<file path="config.mk">
export PLATFORM = sky130hd
export DESIGN_NAME = imm_gen_pipe
export DESIGN_NICKNAME = d
export VERILOG_FILES = /design/src/rtl/imm_gen_pipe.sv
export SDC_FILE = /design/constraint.sdc
export NUM_CORES = 1
export LEC_CHECK = 0
export ABC_AREA = 1
export CORE_ASPECT_RATIO = 1.25
export CORE_MARGIN = 1
export CORE_UTILIZATION = 50
export CTS_BUF_LIST = sky130_fd_sc_hd__clkbuf_4
export DETAILED_ROUTE_END_ITERATION = 10
export MAX_ROUTING_LAYER = met4
export PLACE_DENSITY_LB_ADDON = 0.3
export SETUP_SLACK_MARGIN = 0.4
export SLEW_MARGIN = 20
export SYNTH_ARGS = -nofsm -noshare
export SYNTH_HDL_FRONTEND = slang
export SYNTH_SLANG_ARGS = --single-unit
</file>
<file path="constraint.sdc">
create_clock -name clk -period 4.2 [get_ports clk]
set_input_delay 0.63 -clock clk [delete_from_list [all_inputs] [get_ports clk]]
set_output_delay 0.63 -clock clk [all_outputs]
set_load 0.02 [all_outputs]
</file>
<file path="src/rtl/imm_gen_pipe.sv">
// Registered immediate generator with a 2-entry skid buffer (main + skid).
// Optional CSR zimm decode enabled by defining IMM_GEN_CSR_EN.
module imm_gen_pipe #(
  parameter int XLEN = 32
) (
  input  logic            clk,
  input  logic            rst,
  input  logic            flush,
  input  logic            in_valid,
  output logic            in_ready,
  input  logic [31:0]     in_inst,
  input  logic [XLEN-1:0] in_pc,
  output logic            out_valid,
  input  logic            out_ready,
  output logic [XLEN-1:0] out_imm,
  output logic [2:0]      out_fmt,
  output logic [XLEN-1:0] out_target,
  output logic            out_illegal
);

  typedef enum logic [2:0] {
    FMT_NONE  = 3'd0,
    FMT_I     = 3'd1,
    FMT_S     = 3'd2,
    FMT_B     = 3'd3,
    FMT_U     = 3'd4,
    FMT_J     = 3'd5,
    FMT_SHAMT = 3'd6,
    FMT_CSR   = 3'd7
  } fmt_e;

  typedef struct packed {
    logic [XLEN-1:0] imm;
    logic [XLEN-1:0] target;
    fmt_e            fmt;
    logic            illegal;
  } ent_t;

  ent_t main_q, main_d, skid_q, skid_d, dec;
  logic main_v_q, main_v_d, skid_v_q, skid_v_d, rdy_q, rdy_d;
  logic accept, drain;
  logic [4:0] opc;
  logic [2:0] f3;
  logic [5:0] shamt;

  assign opc = in_inst[6:2];
  assign f3  = in_inst[14:12];

  always_comb begin
    dec   = '0;
    dec.fmt = FMT_NONE;
    shamt = (XLEN == 32) ? {1'b0, in_inst[24:20]} : in_inst[25:20];
    if (in_inst[1:0] != 2'b11) begin
      dec.illegal = 1'b1;
    end else begin
      unique case (opc)
        5'b00000, 5'b11001: begin
          dec.fmt = FMT_I;
          dec.imm = XLEN'($signed(in_inst[31:20]));
        end
        5'b00100: begin
          if (f3 == 3'b001 || f3 == 3'b101) begin
            if (XLEN == 32 && in_inst[25]) begin
              dec.illegal = 1'b1;
            end else begin
              dec.fmt = FMT_SHAMT;
              dec.imm = XLEN'(shamt);
            end
          end else begin
            dec.fmt = FMT_I;
            dec.imm = XLEN'($signed(in_inst[31:20]));
          end
        end
        5'b01000: begin
          dec.fmt = FMT_S;
          dec.imm = XLEN'($signed({in_inst[31:25], in_inst[11:7]}));
        end
        5'b11000: begin
          dec.fmt = FMT_B;
          dec.imm = XLEN'($signed({in_inst[31], in_inst[7], in_inst[30:25],
                                   in_inst[11:8], 1'b0}));
        end
        5'b01101, 5'b00101: begin
          dec.fmt = FMT_U;
          dec.imm = XLEN'($signed({in_inst[31:12], 12'b0}));
        end
        5'b11011: begin
          dec.fmt = FMT_J;
          dec.imm = XLEN'($signed({in_inst[31], in_inst[19:12], in_inst[20],
                                   in_inst[30:21], 1'b0}));
        end
        5'b01100, 5'b01110, 5'b00011, 5'b00110: begin
          dec.fmt = FMT_NONE;
        end
        5'b11100: begin
`ifdef IMM_GEN_CSR_EN
          if (f3 == 3'b101 || f3 == 3'b110 || f3 == 3'b111) begin
            dec.fmt = FMT_CSR;
            dec.imm = XLEN'(in_inst[19:15]);
          end
`else
          dec.fmt = FMT_NONE;
`endif
        end
        default: dec.illegal = 1'b1;
      endcase
    end
    dec.target = in_pc + dec.imm;
  end

  assign accept = in_valid && rdy_q;
  assign drain  = main_v_q && out_ready;

  // Skid can only fill while main stalls, so a draining full skid never
  // coincides with an accept (rdy_q is low whenever skid holds data).
  always_comb begin
    main_d   = main_q;
    skid_d   = skid_q;
    main_v_d = main_v_q;
    skid_v_d = skid_v_q;
    if (flush) begin
      main_v_d = 1'b0;
      skid_v_d = 1'b0;
    end else if (drain && skid_v_q) begin
      main_d   = skid_q;
      skid_v_d = 1'b0;
    end else if (drain || !main_v_q) begin
      main_v_d = accept;
      if (accept) main_d = dec;
    end else if (accept) begin
      skid_v_d = 1'b1;
      skid_d   = dec;
    end
    rdy_d = !skid_v_d;
  end

  always_ff @(posedge clk or posedge rst) begin
    if (rst) begin
      main_q   <= '0;
      skid_q   <= '0;
      main_v_q <= 1'b0;
      skid_v_q <= 1'b0;
      rdy_q    <= 1'b1;
    end else begin
      main_q   <= main_d;
      skid_q   <= skid_d;
      main_v_q <= main_v_d;
      skid_v_q <= skid_v_d;
      rdy_q    <= rdy_d;
    end
  end

  assign in_ready    = rdy_q;
  assign out_valid   = main_v_q;
  assign out_imm     = main_q.imm;
  assign out_fmt     = main_q.fmt;
  assign out_target  = main_q.target;
  assign out_illegal = main_q.illegal;

endmodule

</file>
# After elaboration in Yosys (flattened, before gate mapping)
# Index checks and enable logic that the tools add are counted.
op_classes:
  n_addsub: 1
  n_eq_ne: 16
  muxes: 22
  n_bitwise: 3
  n_reduce_logical: 17
op_table:
  columns: ["op", "count"]
  rows:
  - ["2-to-1 mux 68 bit", 3]
  - ["case mux 32 bit (6 select lines)", 1]
  - ["2-to-1 mux 32 bit", 2]
  - ["adder 32 bit", 1]
  - ["equality test 5 x 4 -> 1 bit, second input constant", 4]
  - ["equality test 5 bit, second input constant", 4]
  - ["case mux 3 bit (6 select lines)", 1]
  - ["equality test 5 x 3 -> 1 bit, second input constant", 3]
  - ["OR reduction 12 bit", 1]
  - ["2-to-1 mux 1 bit", 10]
  - ["2-to-1 mux 3 bit", 3]
  - ["nonzero test 2 bit", 3]
  - ["equality test 5 x 2 -> 1 bit, second input constant", 1]
  - ["zero test 5 bit", 1]
  - ["2-to-1 mux 5 bit", 1]
  - ["!= test 2 bit, second input constant", 2]
  - ["AND reduction 4 bit", 1]
  - ["OR reduction 2 bit", 2]
  - ["equality test 3 x 1 -> 1 bit, second input constant", 1]
  - ["equality test 3 bit, second input constant", 1]
  - ["logical AND 1 bit", 3]
  - ["NOT 1 bit", 3]
  - ["AND reduction 3 bit", 1]
  - ["zero test 1 bit", 2]
  - ["other kinds (3)", 4]
word_totals:
  ff_bits: 139
  inputBits: 69
  output_inout_bits: 70

# Logic depth before layout (Yosys ltp)
# Gate-level depths: netlist (run 1).
depth:
  word_depth: 9
  ltp_mapped: 25
  depth_no_buf: 25

# Least setup slack after synthesis (run 1)
# Ideal clock, no wire load.
synth_path:
  path_kind: "input port to flip-flop"
  from: "input in_inst[2]"
  to: "register main_q, in the netlist out_target[26]"
  setup_ns: 0.116
  arrival_time_ns: 2.976
  slack_ns: 1.107
  path_stages: 23
  path_buffers: 0
  cell_sequence: "nor2_4 nand2_1 nor2_2 nand2_1 nand2_1 a21oi_1 o21ai_0 nand2_1 inv_1 ha_1 inv_1 fa_1 nand3b_1 nand2_1 nand2_1 nand2_1 nand2_1 nand2_1 nand3_1 nand3_1 nand3_1 nand2_1 nand2_1"
synth_rtl:
  columns: ["element", "line_no", "rtl"]
  rows:
  - ["start: declaration", "11", "input logic [31:0] in_inst,"]
  - ["end signal: assignment", "145", "main_q <= main_d;"]
  - ["end: declaration", "39", "ent_t main_q, main_d, skid_q, skid_d, dec;"]

==> summary.txt, run 1 <==
Layout
  – Area Growth Syn to Fin: 23.2%
  – Register Area: 3480 µm²
  – Multi-input gate area in the final layout: 4350 µm²
  – Nets: 1473
  – FILL cells: 1610
  – Cell Count, Final, Fillers Out: 1606
  – Share of cells above drive strength 1: 5.34%

Yosys
  – Asr flop ratio synth: 100%
  – Main synth FF type: dfrtp_1
  – Cells after Synth: 1238
  – EDFF count, synth: 0
  – Synth Area in XOR/XNOR: 1.54%
  – Simple-gate share of the synthesized area: 28.7%
  – Largest family of logic cells by synthesized area: simple AND/OR/NAND/NOR gates
  – Synth Area per Inst: 6.89 µm²
  – Seq cells post-synth: 139
  – Synth Area in Adders: 4.78%
  – Synthesized Nets: 1339
  – Yosys warning total: 0
  – Mapped Area: 8530 µm²
  – Compound-Gate Fraction of Synth Area: 15.6%
  – Sequential area share after synthesis: 40.8%
  – Distinct cells, synth: 33
  – Multiplexer share of the synthesized area: 0%

Timing
  – Clk_skew: 0.0178 ns
  – Unrepaired setup endpoints after global routing: yes
  – Sum of negative setup slack: 0 ns
  – Final worst setup slack: 0.766 ns
  – Max-slew violation count: 0
  – Fin crit share: 81.8%
  – Fin. Hold Viols: 0
  – Fmax achieved: 0.291 GHz
  – Finish-stage setup viols: 0
  – Min Hold Slack: 0.490 ns
  – Worst rel slew slack: 37.5%
  – Fin crit period: 3.43 ns
  – Tightest Pin Transition: 0.936 ns

Clock tree
  – CTS tree: built
  – Clk Tree Root Cell: clkbuf_4
  – Clock Tree Buf Depth: 2
  – # hold bufs at CTS: 0
  – Clock transition at the registers of the reported paths: 0.12 ns
  – Worst-Skew Late Latency: 0.58 ns
  – H-Tree Depth: 4
  – Clock Sinks: 139
  – Total CTS buffers: 17

Detailed routing
  – Routed Antenna Nets: 0
  – Routed vias: 8531
  – 1st-iter DRT viols: 608
  – Drt drc: 0
  – DR vias/cell: 5.31
  – Avg WL per Cell: 15.6 µm
  – DRT Wirelength: 25.0 mm
  – Drt first pass iters: 7

Die
  – Initial core utilization: 50.8%
  – Die area: 17600 µm²
  – Die H: 148 µm
  – Row count: 53
  – Core footprint: 16800 µm²
  – Die width: 119 µm
  – IO Count: 139

Setup path
  – CP Data Required Time: 4.67 ns
  – R2r setup slk: 1.95 ns
  – Critical path class: in -> reg
  – CP arrival: 3.91 ns
  – Worst path max stage delay: 0.49 ns
  – Top delay family on crit path: simple AND/OR/NAND/NOR gates
  – R2R depth: 6
  – Worst setup SP type: primary input
  – Most used cell, CP: nand2_1
  – Bufs and invs on worst path: 4
  – Worst-path maximum fanout: 10
  – CP max-delay cell: clkdlybuf4s50_1
  – CP Capture Type: flip-flop
  – Reg2reg end: skid_q[45]
  – Critical path origin: in_inst[5]
  – End of the critical path: out_target[26]
  – WP depth: 23
  – CP cell instances: clkdlybuf4s50_1, inv_1, nor2_4, nand2_1, nand2_1, nand2_1, nand2_1, nand2_1, buf_4, o211ai_1, nand2_1, inv_1, ha_1, a21oi_1, o21ai_0, nand2_1, nand2_1, a21oi_1, nand2_1, nand2_1, nand3_1, nand2_1, nand2_1
  – Reg2reg start: in_ready

Hold path
  – HP Start: out_imm[29]
  – Hold crit path type: reg -> reg

Job
  – Max Cap Violations: 0

Global route
  – Total global routing overflow: 0
  – Total Routing Usage GR: 30.3%
  – First-pass GRT wire length: 40.4 mm
  – Antenna violations before repair: 1
  – Vias in the first global route: 8054
  – Largest net degree at the start of global routing: 79

Placement
  – DP Wirelength: 18.9 mm
  – IO Port Bufs: 138
  – Post-Place Setup Slack: 0.00295 ns
  – RD Place Congestion: 0.979
  – DP Cell Count: 1571

Power
  – Tot Pwr: 3.56 mW
  – Static Leakage: 5.59 nW
  – Pwr dens: 338 nW/µm²
  – Peak VDD IR: 0.187 mV

Status
  – Status: finished clean
area by class of cell:
cell class	count	area share [%]
Sequential cell	139	33.1
Clock buffer	19	1.36
Clock inverter	13	1.36
Multi-Input combinational cell	911	41.4
Timing Repair Buffer	163	15.1
Antenna cell	1	0.0238
Tap cell	220	2.62
Inverter	140	5.05
cells in the final DEF, fill, tap and decap left out, types with 2 or more instances in the layout:
cell type,count
nand2_1,399
dfrtp_1,138
clkdlybuf4s50_1,136
inv_1,135
nor2_1,129
a21oi_1,111
o21ai_0,92
nand3_1,64
ha_1,31
buf_4,24
clkbuf_4,19
a31oi_1,18
o21a_1,9
xor2_1,8
xnor2_1,7
o21bai_1,6
nor3_1,6
o21ai_1,6
nand4_1,5
nor2_4,4
clkinv_2,4
inv_6,4
inv_2,3
a21o_1,3
clkinvlp_4,3
nand2_2,2
o211ai_1,2
bufinv_16,2
clkinv_4,2
dlymetal6s2s_1,2
worst reg2reg max path, delay by kind of cell, from the launching register on:
family                 cells  cell delay [ns]
and+or+nand+nor            3             0.31
DFF                        1             0.55
buffers and inverters      2             0.80
AOI/OAI and AO/OA          1             0.48
layer usage:
metal  global-route usage (%)  routed length, µm
met1                     38.5              11200
met2                     49.8              12100
met3                     3.82               1040
met4                     10.9                656
met5                        -                  0
power by group:
| part | internal, mW | switching (mW) |
|---|---|---|
| Clock | 0.371 | 0.519 |
| Combinational | 0.435 | 0.557 |
| Sequential | 1.55 | 0.118 |
stage by stage:
stage / utilization [%] / instance area [µm²]
finish: 62.7 / 10500
global route: 62.7 / 10500
CTS: 62.4 / 10500
detailed placement: 60.7 / 10200
global placement: 60.7 / 10200
floorplan: - / 8530
logic make-up after synthesis:
| kind of cell | count (synthesis) |
|---|---|
| AND/OR/NAND/NOR | 614 |
| AO/OA/AOI/OAI | 250 |
| buffers and inverters | 188 |
| flip-flops | 139 |
| adder cells (fa/ha/maj) | 32 |
| XOR/XNOR | 15 |
Yosys cell counts (all sizes together), types with 2 or more instances:
cell,instances,share of area (%)
a21o,3,0.26
a21oi,111,6.5
a31oi,18,1.3
buf,15,0.92
clkbuf,33,1.5
dfrtp,138,40
ha,31,4.5
inv,140,6.2
nand2,401,18
nand3,65,3.9
nand4,5,0.37
nor2,134,6.1
nor3,7,0.54
o211ai,2,0.18
o21a,9,0.79
o21ai,99,5.9
o21bai,7,0.62
xnor2,7,0.72
xor2,8,0.82
how the worst min path moves through the flow:
stage	endpoint	slack (ns)	cells past startpoint
floorplan	skid_q[4]	0.44	2
global placement	skid_q[6]	0.45	2
detailed placement	skid_q[4]	0.46	2
CTS	skid_q[4]	0.49	2
global route	skid_q[4]	0.51	2
finish	out_imm[29]	0.49	2
flip-flops by register name, summed over array words and instances (netlist names):
| register | cells |
|---|---|
| skid_q | 68 |
| out_target | 32 |
| in_ready | 1 |
| out_illegal | 1 |
| out_imm | 32 |
| out_valid | 1 |
| out_fmt | 3 |
| skid_v_q | 1 |
what timing repair did:
item,in CTS,in global routing
setup endpoints to repair,0,25
gates resized for setup,0,8
setup buffers,0,2
Note: power is estimated with default switching activity, not from simulation.
==> inputs of run 2 (changes only) <==
Clock period 4.2 ns to 3.07 ns, I/O delays scaled along.
==> run 2 against run 1 <==
Effect of this change:
- core utilization up 10 points
- cell area grew 16%
- clock skew shrank 0.0054 ns
- clock power is 27% higher
- sequential power is 37% higher
- critical endpoint is now out_target[22]
- highest routed layer unchanged
==> summary.txt, run 2 (synthesized netlist as in run 1, its figures left out) <==
Hold path
  – Hold crit path type: in -> async

Layout
  – Cell Count, Final, Fillers Out: 1723 (+7.3%)
  – Most common cell after layout, fill and taps aside: nand2_1
  – Nets: 1590 (+7.9%)
  – Register Area: 3480 µm² (unchanged)
  – Most frequent cells in the layout: nand2_1, dfrtp_1, buf_4, clkdlybuf4s50_1, inv_1
  – Multi-input gate area in the final layout: 5130 µm² (+18%)
  – Share of cells above drive strength 1: 22.8% (+17 points)
  – Largest register FFs: 68 (unchanged)
  – Area Growth Syn to Fin: 43.1%
  – Largest Register: skid_q
  – FILL cells: 1313 (-18%)

Die
  – Initial core utilization: 50.8% (unchanged)
  – Die H: 148 µm (unchanged)
  – Row count: 53 (unchanged)
  – Core footprint: 16800 µm² (unchanged)
  – Die area: 17600 µm² (unchanged)
  – IO Count: 139 (unchanged)
  – Die width: 119 µm (unchanged)

Job
  – Max Cap Violations: 0 (unchanged)

Clock tree
  – Clock transition at the registers of the reported paths: 0.12 ns (about the same)
  – Total CTS buffers: 17 (unchanged)
  – CTS tree: built
  – Clock Sinks: 139 (unchanged)
  – # hold bufs at CTS: 0 (unchanged)
  – Worst-Skew Late Latency: 0.58 ns (about the same)
  – Clk Tree Root Cell: clkbuf_4
  – H-Tree Depth: 4 (unchanged)
  – Clock Tree Buf Depth: 2 (unchanged)

Global route
  – Largest net degree at the start of global routing: 135 (+71%)
  – Total global routing overflow: 0 (unchanged)
  – First-pass GRT wire length: 42.4 mm (+4.9%)
  – Total Routing Usage GR: 31.9% (+1.6 points)
  – Vias in the first global route: 8577 (+6.5%)
  – Antenna violations before repair: 1 (unchanged)

Power
  – Static Leakage: 6.33 nW (+13%)
  – Pwr dens: 410 nW/µm² (+21%)
  – Peak VDD IR: 0.395 mV (+110%)
  – Tot Pwr: 5.00 mW (+41%)

Setup path
  – CP arrival: 3.22 ns (-0.69 ns)
  – Top delay family on crit path: simple AND/OR/NAND/NOR gates
  – CP Capture Type: flip-flop
  – CP Data Required Time: 3.54 ns (-1.13 ns)
  – WP depth: 23 (unchanged)
  – CP max-delay cell: a21oi_2
  – Worst-path maximum fanout: 10 (unchanged)
  – Critical path class: in -> reg
  – Bufs and invs on worst path: 4 (unchanged)
  – Worst path max stage delay: 0.27 ns (-0.22 ns)
  – Worst setup SP type: primary input
  – CP cell instances: buf_8, nor2_4, nand2_2, nor2_4, nand2_2, nand2_4, buf_4, nand2_2, buf_6, o211ai_1, nand2_1, inv_1, ha_4, a21oi_2, o21ai_1, a21oi_2, nand2_8, nand2_4, nand2_2, nand2_2, nand3_2, nand2_2, nand2_1
  – R2R depth: 8 (+2)
  – Most used cell, CP: nand2_2

Timing
  – Unrepaired setup endpoints after global routing: yes
  – Sum of negative setup slack: 0 ns (unchanged)
  – Fmax achieved: 0.364 GHz
  – Max-slew violation count: 0 (unchanged)
  – Fin crit share: 89.5%
  – Fin. Hold Viols: 0 (unchanged)
  – Fin crit period: 2.75 ns
  – Tightest Pin Transition: 0.749 ns (-0.187 ns)
  – Min Hold Slack: 0.116 ns (-0.374 ns)
  – Worst rel slew slack: 50.1% (+13 points)
  – Finish-stage setup viols: 0 (unchanged)
  – Clk_skew: 0.0124 ns (-0.00541 ns)

Detailed routing
  – 1st-iter DRT viols: 736 (+21%)
  – Routed vias: 9163 (+7.4%)
  – Drt first pass iters: 5 (-2)
  – DRT Wirelength: 27.2 mm (+8.7%)
  – DR vias/cell: 5.32 (+0.11%)
  – Avg WL per Cell: 15.8 µm (+1.3%)
  – Drt drc: 0 (unchanged)
  – Routed Antenna Nets: 0 (unchanged)

Placement
  – DP Cell Count: 1679 (+6.9%)
  – RD Place Congestion: 0.997 (+1.9%)
  – DP Wirelength: 18.9 mm (about the same)
  – IO Port Bufs: 138 (unchanged)

Status
  – Status: finished clean
-- run 2: cell type report --
| type | instances | area share (%) |
|---|---|---|
| Antenna cell | 1 | 0.0205 |
| Timing Repair Buffer | 280 | 20.8 |
| Clock buffer | 19 | 1.17 |
| Sequential cell | 139 | 28.5 |
| Clock inverter | 13 | 0.861 |
| Tap cell | 220 | 2.26 |
| Multi-Input combinational cell | 911 | 42.0 |
| Inverter | 140 | 4.34 |
-- run 2: worst paths after layout --
kind | start | slack [ns] | end
hold reg to reg | out_target[18] | 0.49 | out_target[18]
hold / removal | rst | 0.12 | out_target[0]
setup / recovery | in_inst[3] | 0.32 | out_target[22]
max in group asynchronous | rst | 1.99 | out_target[25]
min in group clk | in_inst[5] | 0.39 | skid_q[0]
setup reg to reg | in_ready | 1.11 | skid_q[51]
-- run 2: what timing repair did --
action / in CTS / in global routing
gates resized for setup: 44 / 163
buffers inserted: 4 / 6
setup endpoints to repair: 55 / 53
pin swaps: 11 / 32
cloned: 0 / 1
-- run 2: per-layer routing --
metal / track usage (%) / vias to the layer above / part of all wire, %
met5: - / - / 0
met4: 12.5 / 0 / 3.1
met3: 3.86 / 67 / 5.3
met2: 52.5 / 352 / 50
met1: 40.0 / 4281 / 42
li1: - / 4463 / -
-- run 2: stage by stage --
step | utilization, % | instance area, µm² | setup WS (ns)
3_3_place_gp | 66.5 | 11200 | -0.538
5_1_grt | 72.7 | 12200 | 0.241
6_report | 72.7 | 12200 | 0.323
2_1_floorplan | - | 8620 | 0.262
3_5_place_dp | 66.5 | 11200 | -0.609
4_1_cts | 68.8 | 11600 | 0.400
-- run 2: where the power goes --
group | switching, mW | internal [mW]
combinational | 0.845 | 0.734
sequential | 0.167 | 2.13
clock | 0.724 | 0.406
